--- config.mk ---
export PLATFORM = sky130hd
export DESIGN_NAME = me_port_sched
export DESIGN_NICKNAME = d
export VERILOG_FILES = /design/src/rtl/me_port_sched_pkg.sv /design/src/rtl/me_sched_wdog.sv /design/src/rtl/me_port_sched.sv
export SDC_FILE = /design/constraint.sdc
export NUM_CORES = 1
export LEC_CHECK = 0
export CELL_PAD_IN_SITES_DETAIL_PLACEMENT = 2
export CELL_PAD_IN_SITES_GLOBAL_PLACEMENT = 2
export CORE_MARGIN = 2
export CORE_UTILIZATION = 23
export DETAILED_ROUTE_END_ITERATION = 6
export PLACE_DENSITY = 0.81
export RECOVER_POWER = 100
export SLEW_MARGIN = 20
export SYNTH_ARGS = -nofsm -noshare
export SYNTH_HDL_FRONTEND = slang
export SYNTH_HIERARCHICAL = 1
export SYNTH_SLANG_ARGS = --single-unit
--- constraint.sdc ---
create_clock -name CLK -period 1.6 [get_ports CLK]
set_input_delay 0.24 -clock CLK [delete_from_list [all_inputs] [get_ports CLK]]
set_output_delay 0.24 -clock CLK [all_outputs]
set_load 0.05 [all_outputs]
--- src/rtl/me_port_sched_pkg.sv ---
`default_nettype none
// ============================================================================
//  Module      : me_port_sched_pkg
//  Description : Shared definitions for the ME-stage data-memory port
//                scheduler. Holds the FSM state encoding, the default
//                response-timeout constant and the oldest-lane selector.
//  Revision    : 1.0 - initial release
// ============================================================================
package me_port_sched_pkg;

    typedef enum logic [2:0] {
        ST_IDLE  = 3'd0,
        ST_REQ   = 3'd1,
        ST_WAIT  = 3'd2,
        ST_ADV   = 3'd3,
        ST_DRAIN = 3'd4
    } state_t;

    // Default response-timeout limit in cycles (8-bit range 1..255).
    localparam int unsigned c_TMO_DEFAULT = 255;

    // Lane to serve first among the lanes needing the port. Lane 1 wins only
    // if it is the sole requester, or both request and lane 1 is strictly
    // older (tag 0 against tag 1). Equal tags resolve to lane 0.
    function automatic logic oldest_lane(
        input logic i_need0,
        input logic i_need1,
        input logic i_ord0,
        input logic i_ord1
    );
        return (i_need1 & ~i_need0) | (i_need0 & i_need1 & i_ord0 & ~i_ord1);
    endfunction

endpackage
`default_nettype wire

--- src/rtl/me_sched_wdog.sv ---
`default_nettype none
// ============================================================================
//  Module      : me_sched_wdog
//  Description : Response-timeout counter for me_port_sched. Counts cycles
//                while the scheduler waits for a memory response and flags
//                expiry when the count reaches TMO_CYCLES.
//  Ports       : i_clk      - clock
//                i_rst_n    - synchronous active-low reset
//                i_run      - scheduler is in a response-waiting state
//                i_clr      - scheduler changes state this cycle
//                o_expire   - combinational: limit reached this cycle
//                o_tmo_err  - registered one-cycle timeout pulse
//  Config      : body present only when ME_SCHED_TMO_EN is defined
//  Revision    : 1.0 - initial release
// ============================================================================
`ifdef ME_SCHED_TMO_EN
module me_sched_wdog
    import me_port_sched_pkg::*;
#(
    parameter int unsigned TMO_CYCLES = c_TMO_DEFAULT
) (
    input  logic i_clk,
    input  logic i_rst_n,
    input  logic i_run,
    input  logic i_clr,
    output logic o_expire,
    output logic o_tmo_err
);

    // Counter holds 0 in the first waiting cycle, so hitting LIMIT means
    // TMO_CYCLES waiting cycles have elapsed at the end of this one.
    localparam logic [7:0] c_LIMIT = 8'(TMO_CYCLES - 1);

    logic [7:0] r_cnt;
    logic       r_tmo;

    assign o_expire  = i_run & (r_cnt == c_LIMIT);
    assign o_tmo_err = r_tmo;

    always_ff @(posedge i_clk) begin
        if (!i_rst_n) begin
            r_cnt <= 8'd0;
            r_tmo <= 1'b0;
        end else begin
            r_tmo <= o_expire;
            if (i_clr || !i_run) begin
                r_cnt <= 8'd0;
            end else begin
                r_cnt <= r_cnt + 8'd1;
            end
        end
    end

endmodule
`endif
`default_nettype wire

--- src/rtl/me_port_sched.sv ---
`default_nettype none
// ============================================================================
//  Module      : me_port_sched
//  Description : Arbitrates the single shared data-memory port between the
//                two ME-stage lanes, serving the oldest lane first, and
//                generates the ME->WB advance strobe and upstream stall.
//  Ports       : CLK, RST          - clock, synchronous active-low reset
//                me{0,1}_valid     - lane holds a valid instruction
//                me{0,1}_mem       - lane needs the data-memory port
//                me{0,1}_order     - program-order tag, 0 = older
//                flush             - discard the ME bundle
//                wb_stall          - WB cannot accept
//                dm_gnt, dm_rvalid - memory grant / response valid
//                dm_req, dm_sel    - port request and driving lane
//                memdat{0,1}_WE    - load-data hold register capture
//                ACT, me_stall     - advance strobe, upstream hold
//                tmo_err           - response-timeout pulse
//  Config      : ME_SCHED_TMO_EN enables the response timeout
//  Revision    : 1.0 - initial release
// ============================================================================
module me_port_sched
    import me_port_sched_pkg::*;
#(
    parameter int unsigned TMO_CYCLES = c_TMO_DEFAULT
) (
    input  logic CLK,
    input  logic RST,
    input  logic me0_valid,
    input  logic me1_valid,
    input  logic me0_mem,
    input  logic me1_mem,
    input  logic me0_order,
    input  logic me1_order,
    input  logic flush,
    input  logic wb_stall,
    input  logic dm_gnt,
    input  logic dm_rvalid,
    output logic dm_req,
    output logic dm_sel,
    output logic memdat0_WE,
    output logic memdat1_WE,
    output logic ACT,
    output logic me_stall,
    output logic tmo_err
);

    state_t     r_state;
    state_t     w_state_nxt;
    logic       r_cur;
    logic       w_cur_nxt;
    logic [1:0] r_served;
    logic [1:0] w_served_nxt;

    logic       w_need0;
    logic       w_need1;
    logic       w_present;
    logic       w_first;
    logic       w_other;
    logic       w_other_pending;
    logic       w_act;
    logic       w_req;
    logic       w_we0;
    logic       w_we1;
    logic       w_expire;

    assign w_need0   = me0_valid & me0_mem;
    assign w_need1   = me1_valid & me1_mem;
    assign w_present = me0_valid | me1_valid;
    assign w_first   = oldest_lane(w_need0, w_need1, me0_order, me1_order);
    assign w_other   = ~r_cur;

    // The other lane still has an access to make in this bundle.
    assign w_other_pending = (w_other ? w_need1 : w_need0) & ~r_served[w_other];

    // ------------------------------------------------------------------
    // Next-state and output decode
    // ------------------------------------------------------------------
    always_comb begin
        w_state_nxt  = r_state;
        w_cur_nxt    = r_cur;
        w_served_nxt = r_served;
        w_act        = 1'b0;
        w_req        = 1'b0;
        w_we0        = 1'b0;
        w_we1        = 1'b0;

        case (r_state)
            ST_IDLE: begin
                w_served_nxt = 2'b00;
                if (!flush) begin
                    if (w_need0 || w_need1) begin
                        w_cur_nxt   = w_first;
                        w_state_nxt = ST_REQ;
                    end else if (w_present && !wb_stall) begin
                        // Non-memory bundle passes straight through.
                        w_act = 1'b1;
                    end
                end
            end

            ST_REQ: begin
                w_req = 1'b1;
                if (flush) begin
                    // A granted request still owes a response: drain it.
                    w_state_nxt = dm_gnt ? ST_DRAIN : ST_IDLE;
                end else if (dm_gnt) begin
                    w_state_nxt = ST_WAIT;
                end
            end

            ST_WAIT: begin
                if (dm_rvalid) begin
                    if (flush) begin
                        w_state_nxt = ST_IDLE;
                    end else begin
                        w_we0 = ~r_cur;
                        w_we1 = r_cur;
                        w_served_nxt[r_cur] = 1'b1;
                        if (w_other_pending) begin
                            w_cur_nxt   = w_other;
                            w_state_nxt = ST_REQ;
                        end else begin
                            w_state_nxt = ST_ADV;
                        end
                    end
                end else if (flush) begin
                    w_state_nxt = ST_DRAIN;
                end
            end

            ST_ADV: begin
                if (flush) begin
                    w_state_nxt = ST_IDLE;
                end else if (!wb_stall) begin
                    w_act       = 1'b1;
                    w_state_nxt = ST_IDLE;
                end
            end

            ST_DRAIN: begin
                if (dm_rvalid) begin
                    w_state_nxt = ST_IDLE;
                end
            end

            default: begin
                w_state_nxt = ST_IDLE;
            end
        endcase

        // A timed-out wait abandons the transaction.
        if (w_expire) begin
            w_state_nxt = ST_IDLE;
        end
    end

    // ------------------------------------------------------------------
    // State registers
    // ------------------------------------------------------------------
    always_ff @(posedge CLK) begin
        if (!RST) begin
            r_state  <= ST_IDLE;
            r_cur    <= 1'b0;
            r_served <= 2'b00;
        end else begin
            r_state  <= w_state_nxt;
            r_cur    <= w_cur_nxt;
            r_served <= w_served_nxt;
        end
    end

    // ------------------------------------------------------------------
    // Optional response timeout
    // ------------------------------------------------------------------
`ifdef ME_SCHED_TMO_EN
    logic w_run;
    logic w_clr;
    logic w_tmo;

    assign w_run = (r_state == ST_WAIT) || (r_state == ST_DRAIN);
    // Any state change restarts the count on entry to the next state.
    assign w_clr = (w_state_nxt != r_state);

    me_sched_wdog #(
        .TMO_CYCLES (TMO_CYCLES)
    ) u_wdog (
        .i_clk     (CLK),
        .i_rst_n   (RST),
        .i_run     (w_run),
        .i_clr     (w_clr),
        .o_expire  (w_expire),
        .o_tmo_err (w_tmo)
    );

    assign tmo_err = RST & w_tmo;
`else
    logic w_unused_tmo;

    assign w_unused_tmo = |8'(TMO_CYCLES);
    assign w_expire     = 1'b0;
    assign tmo_err      = 1'b0;
`endif

    // ------------------------------------------------------------------
    // Outputs; all forced low while reset is held.
    // ------------------------------------------------------------------
    assign ACT        = RST & w_act;
    assign dm_req     = RST & w_req;
    assign dm_sel     = RST & w_req & r_cur;
    assign memdat0_WE = RST & w_we0;
    assign memdat1_WE = RST & w_we1;
    assign me_stall   = RST & ((w_present & ~w_act) | (r_state == ST_DRAIN));

endmodule
`default_nettype wire

# Word level (Yosys, flattened, before mapping)
# Cells that the tools add are included.
[totals] out_inout_bits=7 inputBits=12 elab_cells=91 reg_bits=6
[classes] n_eq_ne=13 reduce_logical=9 n_mux=40 magnitude_cmp=3 n_bitwise=23
[ops] operator="two-way mux 3 bit" n=10
[ops] operator="two-way mux 1 bit" n=21
[ops] operator="one-hot mux 3 bit (5 select lines)" n=1
[ops] operator="AND 1 bit" n=14
[ops] operator="!= test 2 bit (second input constant)" n=6
[ops] operator="AND reduction 6 bit" n=2
[ops] operator="!= test 3 bit (second input constant)" n=3
[ops] operator="two-way mux 2 bit" n=4
[ops] operator="== test 3 x 2 -> 1 bit (second input constant)" n=2
[ops] operator="NOT 1 bit" n=5
[ops] operator="< comparator 1 x 2 -> 1 bit (second input constant)" n=2
[ops] operator="one-hot mux 1 bit (2 select lines)" n=2
[ops] operator="one-hot mux 2 bit (2 select lines)" n=1
[ops] operator="== test 3 x 1 -> 1 bit (second input constant)" n=1
[ops] operator="== test 3 bit (second input constant)" n=1
[ops] operator="logical NOT 3 bit" n=1
[ops] operator="bitwise OR 1 bit" n=3
[ops] operator="AND reduction 3 bit" n=1
[ops] operator="logical AND 1 bit" n=2
[ops] operator="bitwise OR 2 bit" n=1
[ops] operator="nonzero test 2 bit" n=1
[ops] operator="demux 1 bit (select 1 bit)" n=1
[ops] operator=">= comparator 1 bit (second input constant)" n=1
[ops] operator="logical NOT 1 bit" n=1
[ops] operator="logical OR 1 bit" n=1

# Depth between registers and ports, before layout
# Gate-level depths: netlist of the first run.
[depth] depth_word=10 ltp_mapped=6

# Worst setup path after synthesis of the first run
# Ideal clock, no wire load.
[synth_path] kind="register to output" from="reg r_state[0]" to="out memdat0_WE" path_slack_ns=-0.659 stages_incl_launch_ff=4 arrival_time_ns=2.019 t_required_ns=1.360 n_path_buf=1 cell_sequence="dfxtp_1 > buf_6 > or3_4 > nor3b_1"
[synth_between] elab_chain_len=3
[synth_lines] element="start, declared" line="me_port_sched.sv:47" rtl="state_t r_state;"
[synth_lines] element="start signal, assigned" line="me_port_sched.sv:166" rtl="r_state <= w_state_nxt;"
[synth_lines] element="== test 3 x 2 -> 1 bit" line="me_port_sched.sv:87" rtl="case (r_state)"
[synth_lines] element="two-way mux 1 bit" line="me_port_sched.sv:87"
[synth_lines] element="AND 1 bit" line="me_port_sched.sv:210" rtl="assign memdat0_WE = RST & w_we0;"
[synth_lines] element="end, declared" line="me_port_sched.sv:40" rtl="output logic memdat0_WE,"
# Every way passes these cells.

# Worst setup path in the final report of the first run
# Ends and elaborated chain as after synthesis.

==> metrics.yaml, run 1 <==
power_and_ir_drop:
  pwr_density_cell_nw_per_um2: 1020
  seqPwrFrac: 0.234
  p_leak_nw: 0.373
  power.net_switching_mw: 0.438
  p_total_mw: 1.01
  p_int_mw: 0.576
  power_frac_comb: 0.623
  p_clk_frac: 0.143
  swShare: 0.432
  ir_worst_vdd_v: 0.000538
global_routing:
  grt_max_degree: 11
  grt_pass1_wl_um: 3640
  grt_pass1_vias: 725
  grt_antenna_before_repair: 0
  grt-ovfl-total: 0
  grt_usage: 0.188
die:
  die_h_um: 52.4
  initial_core_util: 0.243
  io_pins: 19
  dieWidth_um: 52.4
  core-area_um2: 2210
  core.rowCount: 17
  die_area_um2: 2740
sta:
  period_needed_ns: 1.81
  max_freq_mhz: 552
  period_share: 1.13
  rsz0062_at_grt: "true"
  maxSlewViolCount: 0
  setup_viol: 4
  hold_ws_ns: 0.497
  finalHoldViolCount: 0
  setup_ws_ns: -0.212
  clock_skew_ns: 0.000697
worst_hold_path:
  hp-class: "reg -> reg"
  worstHoldEndpoint: "r_served[0]$_SDFFE_PN0P_"
  min_from: "r_served[0]$_SDFFE_PN0P_"
  whs_path_depth: 2
drt:
  drt-total-wl_um: 2270
  drcViolationCount: 0
  num_vias: 668
  drt_iter0_markers: 5
  firstDrtPassIters: 4
  postRouteAntennaNets: 0
  viasPerCell: 4.99
  wl_per_cell_um: 16.9
logic_synthesis:
  ys_seq_elements: 6
  synth_largest_area_cell: "dfxtp_1"
  yosysTopAreaCellShare: 0.223
  seq_area_frac_synth: 0.223
  synthCells: 71
  syn_avg_cell_area_um2: 7.58
  synth.cell_area_um2: 538
  syn_nets: 83
  synth_warnings: 6
  synth_cell_type_count: 32
  synth_area_leaders: "dfxtp_1 22%, nor2_1 6.3%, nand2_1 4.9%, buf_6 4.2%, o21ai_0 3.7%"
finish:
  final_cell_mix: "17 x buf_4, 7 x nand2_1, 6 x buf_12"
  fin_cells: 134
  nets: 120
  diodes: 0
  design_area_um2: 991
  nFillCells: 246
  syn2layout_area_growth_pct: 84.2
  layout-drive-gt1-share: 0.434
  final_common_cell: "buf_4"
outcome:
  status: "complete, but fails checks"
  violations: "setup timing"
setup_path:
  cpPeakStageDelay_ns: 0.36
  cp.arrival_ns: 1.57
  end_kind: "output pin"
  rr_worst_depth: 6
  crit_slowest_cell: "or3_4"
  path_buf_inv: 2
  worstSetupPathType: "reg -> out"
  r2r-end: "r_cur$_SDFFE_PN0P_"
  crit_chain: "buf_4 > or3_4 > nor3b_4 > buf_12"
  cp_top_family: "simple AND/OR/NAND/NOR gates"
  rrSetupSlack_ns: 0.04
  reg2reg_from: "r_state[0]$_SDFFE_PN0P_"
  required_ns: 1.36
  cp-start-kind: "flip-flop"
  worstPathMaxFanout: 7
clock_network:
  tritoncts: "yes"
  cts-htree-levels: 1
  cts.clk_slew.worst_paths_ns: 0.05
  cts-root-buf: "clkbuf_4"
  numCtsBuffers: 3
  clock_latency_ns: 0.25
  postCtsHoldBufs: 0
  cts_sinks: 6
  ctsLongestPathBuffers: 2
place:
  dp.cells: 128
  dp_worst_setup_slack_ns: -0.621
  postPlaceCellArea_um2: 906
  numPortBuffers: 17
  dp_hpwl_um: 1810
  gp_congestion: 0.794
run:
  drv_cap: 0
power groups by stage:
stage	registers, mW	clock network, mW	logic (mW)
3_3_place_gp	0.217	0	0.593
6_report	0.237	0.145	0.632
5_1_grt	0.241	0.152	0.694
4_1_cts	0.229	0.148	0.643
3_5_place_dp	0.225	0	0.624
2_1_floorplan	0.209	0	0.345
cell type report:
class | instances | area [µm²] | area share
tap | 28 | 35.0 | 0.0354
inverter | 2 | 7.51 | 0.00758
clock buffer | 3 | 22.5 | 0.0227
sequential | 6 | 126 | 0.128
timing repair buffer | 37 | 377 | 0.380
multi-input combinational | 58 | 423 | 0.427
worst max path at each step:
stage | start | end | slack [ns] | depth (start not counted)
after floorplan | r_state[0]$_SDFFE_PN0P_ | memdat0_WE | -0.01 | 3
after global placement | me1_valid | me_stall | -0.48 | 7
after detailed placement | me0_valid | me_stall | -0.62 | 7
after CTS | r_state[1]$_SDFFE_PN0P_ | me_stall | -0.27 | 6
after global routing | r_state[0]$_SDFFE_PN0P_ | me_stall | -0.29 | 6
final | r_state[0]$_SDFFE_PN0P_ | memdat0_WE | -0.21 | 4
per-stage QoR:
| step | TNS [ns] | utilization |
|---|---|---|
| floorplan | -0.0120 | - |
| global placement | -1.76 | 0.410 |
| detailed placement | -2.52 | 0.410 |
| CTS | -0.857 | 0.440 |
| global route | -1.17 | 0.448 |
| finish | -0.766 | 0.448 |
cells in the mapped netlist:
| cell | instances |
|---|---|
| o211ai_2 | 1 |
| nor4b_2 | 1 |
| a22oi_1 | 1 |
| o221ai_1 | 1 |
| o2111a_1 | 1 |
| buf_6 | 2 |
| inv_1 | 2 |
| conb_1 | 1 |
| a211oi_2 | 1 |
| or3_4 | 1 |
| nor3_1 | 2 |
| a2111oi_2 | 1 |
| nand4b_1 | 2 |
| nand3_1 | 2 |
| buf_2 | 2 |
| nand2_1 | 7 |
| o21ai_1 | 4 |
| a311oi_1 | 1 |
| nor3b_1 | 2 |
| and3_1 | 1 |
| o21ai_0 | 4 |
| nand2b_4 | 1 |
| nand2b_1 | 3 |
| mux2i_1 | 1 |
| nor2_2 | 1 |
| buf_4 | 1 |
| nor2_1 | 9 |
| a21oi_1 | 3 |
| nand3b_1 | 2 |
| and2_1 | 3 |
| o31ai_1 | 1 |
| dfxtp_1 | 6 |
cells by family after synthesis:
group / count (synthesis) / share of synthesized area
AOI/OAI and AO/OA: 19 / 0.258
muxes: 1 / 0.0186
other: 1 / 0.00697
buffers and inverters: 7 / 0.0884
and+or+nand+nor: 37 / 0.405
DFF: 6 / 0.223
worst min-delay path: stages, from the launching register on:
cell and delay (ns):
dfxtp_1 0.33, a21oi_1 0.05, nor2_1 0.08
layer usage:
| layer | vias up | global-route usage | part of all wire |
|---|---|---|---|
| li1 | 325 | - | - |
| met1 | 323 | 0.242 | 0.44 |
| met2 | 13 | 0.319 | 0.51 |
| met3 | 7 | 0.0171 | 0.024 |
| met4 | 0 | 0.0769 | 0.025 |
| met5 | - | 0 | 0 |
state kept, by name (all words and copies together) (netlist names):
register / count
r_state: 3
r_cur: 1
r_served: 2
what timing repair did:
item | 4_1_cts | 5_1_grt
resized for setup | 19 | 6
endpoints found under the setup margin | 6 | 5
setup buffers | 2 | 1
pin swaps | 6 | 5
cloned | 0 | 0
Note: power is estimated with default switching activity, not from simulation.
==> run 2: changes to the inputs <==
ABC_AREA = 1   (was unset)
CORE_UTILIZATION = 20   (was 23)
PLACE_DENSITY = 0.79   (was 0.81)
==> run 2 against run 1 <==
Compared with the run above: cell count is 23% higher; area after synthesis decreased by 1.6%; worst hold slack worse by 0.064 ns; first-iteration DRC count increased by 20%; clock power up 5%; the flow still finishes with violations (setup timing); combinational power rose by 68%; fmax grew 11%.
==> metrics.yaml, run 2 <==
outcome:
  status: "complete, but fails checks"
  violations: "setup timing"
finish:
  top_register: "r_state"
  diodes: 0
  largest_reg_flops: 3
  design_area_um2: 1040
  largestRegisters: "r_state: 3 flops, r_served: 2 flops, r_cur: 1 flops"
  nets: 149
  layout-drive-gt1-share: 0.452
  final_cell_mix: "25 x buf_4, 17 x nand2_1, 12 x nor2_1"
  final_common_cell: "buf_4"
  syn2layout_area_growth_pct: 96.7
logic_synthesis:
  post-synth-top-count-cell: "nand2_1"
  synth_flop_cell: "dfxtp_1"
  synth_warnings: 6
  syn_nets: 103
  synth_largest_area_cell: "dfxtp_1"
  synthArstFlopShare: 0
  seq_area_frac_synth: 0.227
  yosysTopAreaCellShare: 0.227
  synth_cell_type_count: 22
  synth_area_leaders: "dfxtp_1 23%, nand2_1 15%, nand3_1 11%, nor2_1 9.9%, inv_1 6.4%"
  yosys-top-cells-count: "21 x nand2_1, 14 x nor2_1, 12 x nand3_1"
  synth.cell_area_um2: 529
  syn_avg_cell_area_um2: 5.82
  synth-edff-count: 0
  ys_seq_elements: 6
  synthCells: 91
drt:
  drt_iter0_markers: 6
  firstDrtPassIters: 3
  drt-total-wl_um: 2830
  viasPerCell: 4.81
  wl_per_cell_um: 17.2
  drcViolationCount: 0
  num_vias: 794
  postRouteAntennaNets: 0
clock_network:
  numCtsBuffers: 3
  cts.clk_slew.worst_paths_ns: 0.05
  tritoncts: "yes"
  clock_latency_ns: 0.25
  ctsLongestPathBuffers: 2
  cts-htree-levels: 1
  cts_sinks: 6
  cts-root-buf: "clkbuf_4"
sta:
  hold_ws_ns: 0.433
  period_share: 1.02
  maxSlewViolCount: 0
  setup_ws_ns: -0.0260
  rsz0062_at_grt: "true"
  finalHoldViolCount: 0
  fin_tns_setup_ns: -0.0461
  clock_skew_ns: 0.000601
  setup_viol: 3
  max_freq_mhz: 615
  period_needed_ns: 1.63
die:
  core.rowCount: 18
  initial_core_util: 0.212
  dieWidth_um: 55.4
  io_pins: 19
  die_area_um2: 3070
  die_h_um: 55.4
  core-area_um2: 2500
global_routing:
  grt_pass1_vias: 960
  grt_max_degree: 9
  grt_antenna_before_repair: 0
  grt_pass1_wl_um: 4440
  grt-ovfl-total: 0
  grt_usage: 0.192
run:
  drv_cap: 0
setup_path:
  worstPathMaxFanout: 8
  cp.arrival_ns: 1.39
  cpPeakStageDelay_ns: 0.33
  crit_slowest_cell: "dfxtp_2"
  required_ns: 1.36
  end_kind: "output pin"
  worstSetupPathType: "reg -> out"
  cp_top_family: "buffers and inverters"
  path_buf_inv: 2
  cp-start-kind: "flip-flop"
  crit_chain: "buf_2 > nor2_1 > nand2_1 > a21oi_2 > buf_12"
power_and_ir_drop:
  power_frac_comb: 0.715
  p_int_mw: 0.727
  ir_worst_vdd_v: 0.000703
  p_clk_frac: 0.102
  pwr_density_cell_nw_per_um2: 1430
  power.net_switching_mw: 0.760
  p_leak_nw: 0.503
  seqPwrFrac: 0.183
  swShare: 0.511
place:
  postPlaceCellArea_um2: 851
  numPortBuffers: 17
  gp_congestion: 0.849
  dp_hpwl_um: 1790
worst_hold_path:
  hp-class: "in -> reg"
-- run 2: tightest hold or removal path, stage by stage --
cell and delay [ns]:
dlygate4sd2_1 0.28, nand2_1 0.09, nor2_1 0.03
-- run 2: metrics by stage --
step                power (mW)  setup WS, ns  cells   util
finish                    1.49       -0.0260    165  0.416
global route              1.60        -0.137    165  0.416
CTS                       1.37       -0.0400    162  0.402
detailed placement        1.04        -0.159    144  0.340
global placement         0.996       -0.0756    144  0.340
floorplan                0.789        -0.402     91      -
-- run 2: cells by family (layout without fill, tap and decap cells) --
family,Yosys count,count (layout),share of synthesized area
other cells,1,1,0.00709
simple gates,61,61,0.537
compound gates,9,9,0.109
flops,6,6,0.227
buf+inv,14,58,0.121
-- run 2: repair_timing --
action	CTS	global route
resized for setup	19	12
setup endpoints to repair	6	9
buffers inserted	15	3
pin swaps	7	10
hold buffers	0	0
-- run 2: final cells by class --
cell class / instances / area [µm²]
sequential: 6 / 129
inverter: 12 / 47.5
tap: 30 / 37.5
clock buffer: 3 / 22.5
timing repair buffer: 43 / 403
multi-input combinational: 71 / 402
fill: 311 / 1460
-- run 2: power by group through the flow --
stage | Sequential (mW) | Combinational [mW] | Clock, mW
after floorplan | 0.244 | 0.545 | 0
after global placement | 0.251 | 0.744 | 0
after detailed placement | 0.259 | 0.784 | 0
after CTS | 0.262 | 0.949 | 0.155
after global routing | 0.280 | 1.15 | 0.171
final | 0.272 | 1.06 | 0.152
-- run 2: routing by layer --
metal  share of wire  GRT usage
met5               0          0
met3           0.038     0.0726
met1            0.35      0.163
met2            0.59      0.381
met4           0.020     0.0906
-- run 2: final timing paths --
path,to,slack [ns],depth (start not counted),start
worst max-delay path,me_stall,-0.03,5,r_state[0]$_SDFFE_PN0P_
worst min register to register,r_served[0]$_SDFFE_PN0P_,0.53,2,r_served[0]$_SDFFE_PN0P_
worst min-delay path,r_cur$_SDFFE_PN0P_,0.43,3,RST
worst max register to register,r_cur$_SDFFE_PN0P_,0.02,6,r_state[0]$_SDFFE_PN0P_
==> run 3: changes to the inputs <==
CAP_MARGIN = 25   (was unset)
==> results of run 3 <==
Same layout as run 2: the final DEF is identical, and so are final timing and power.
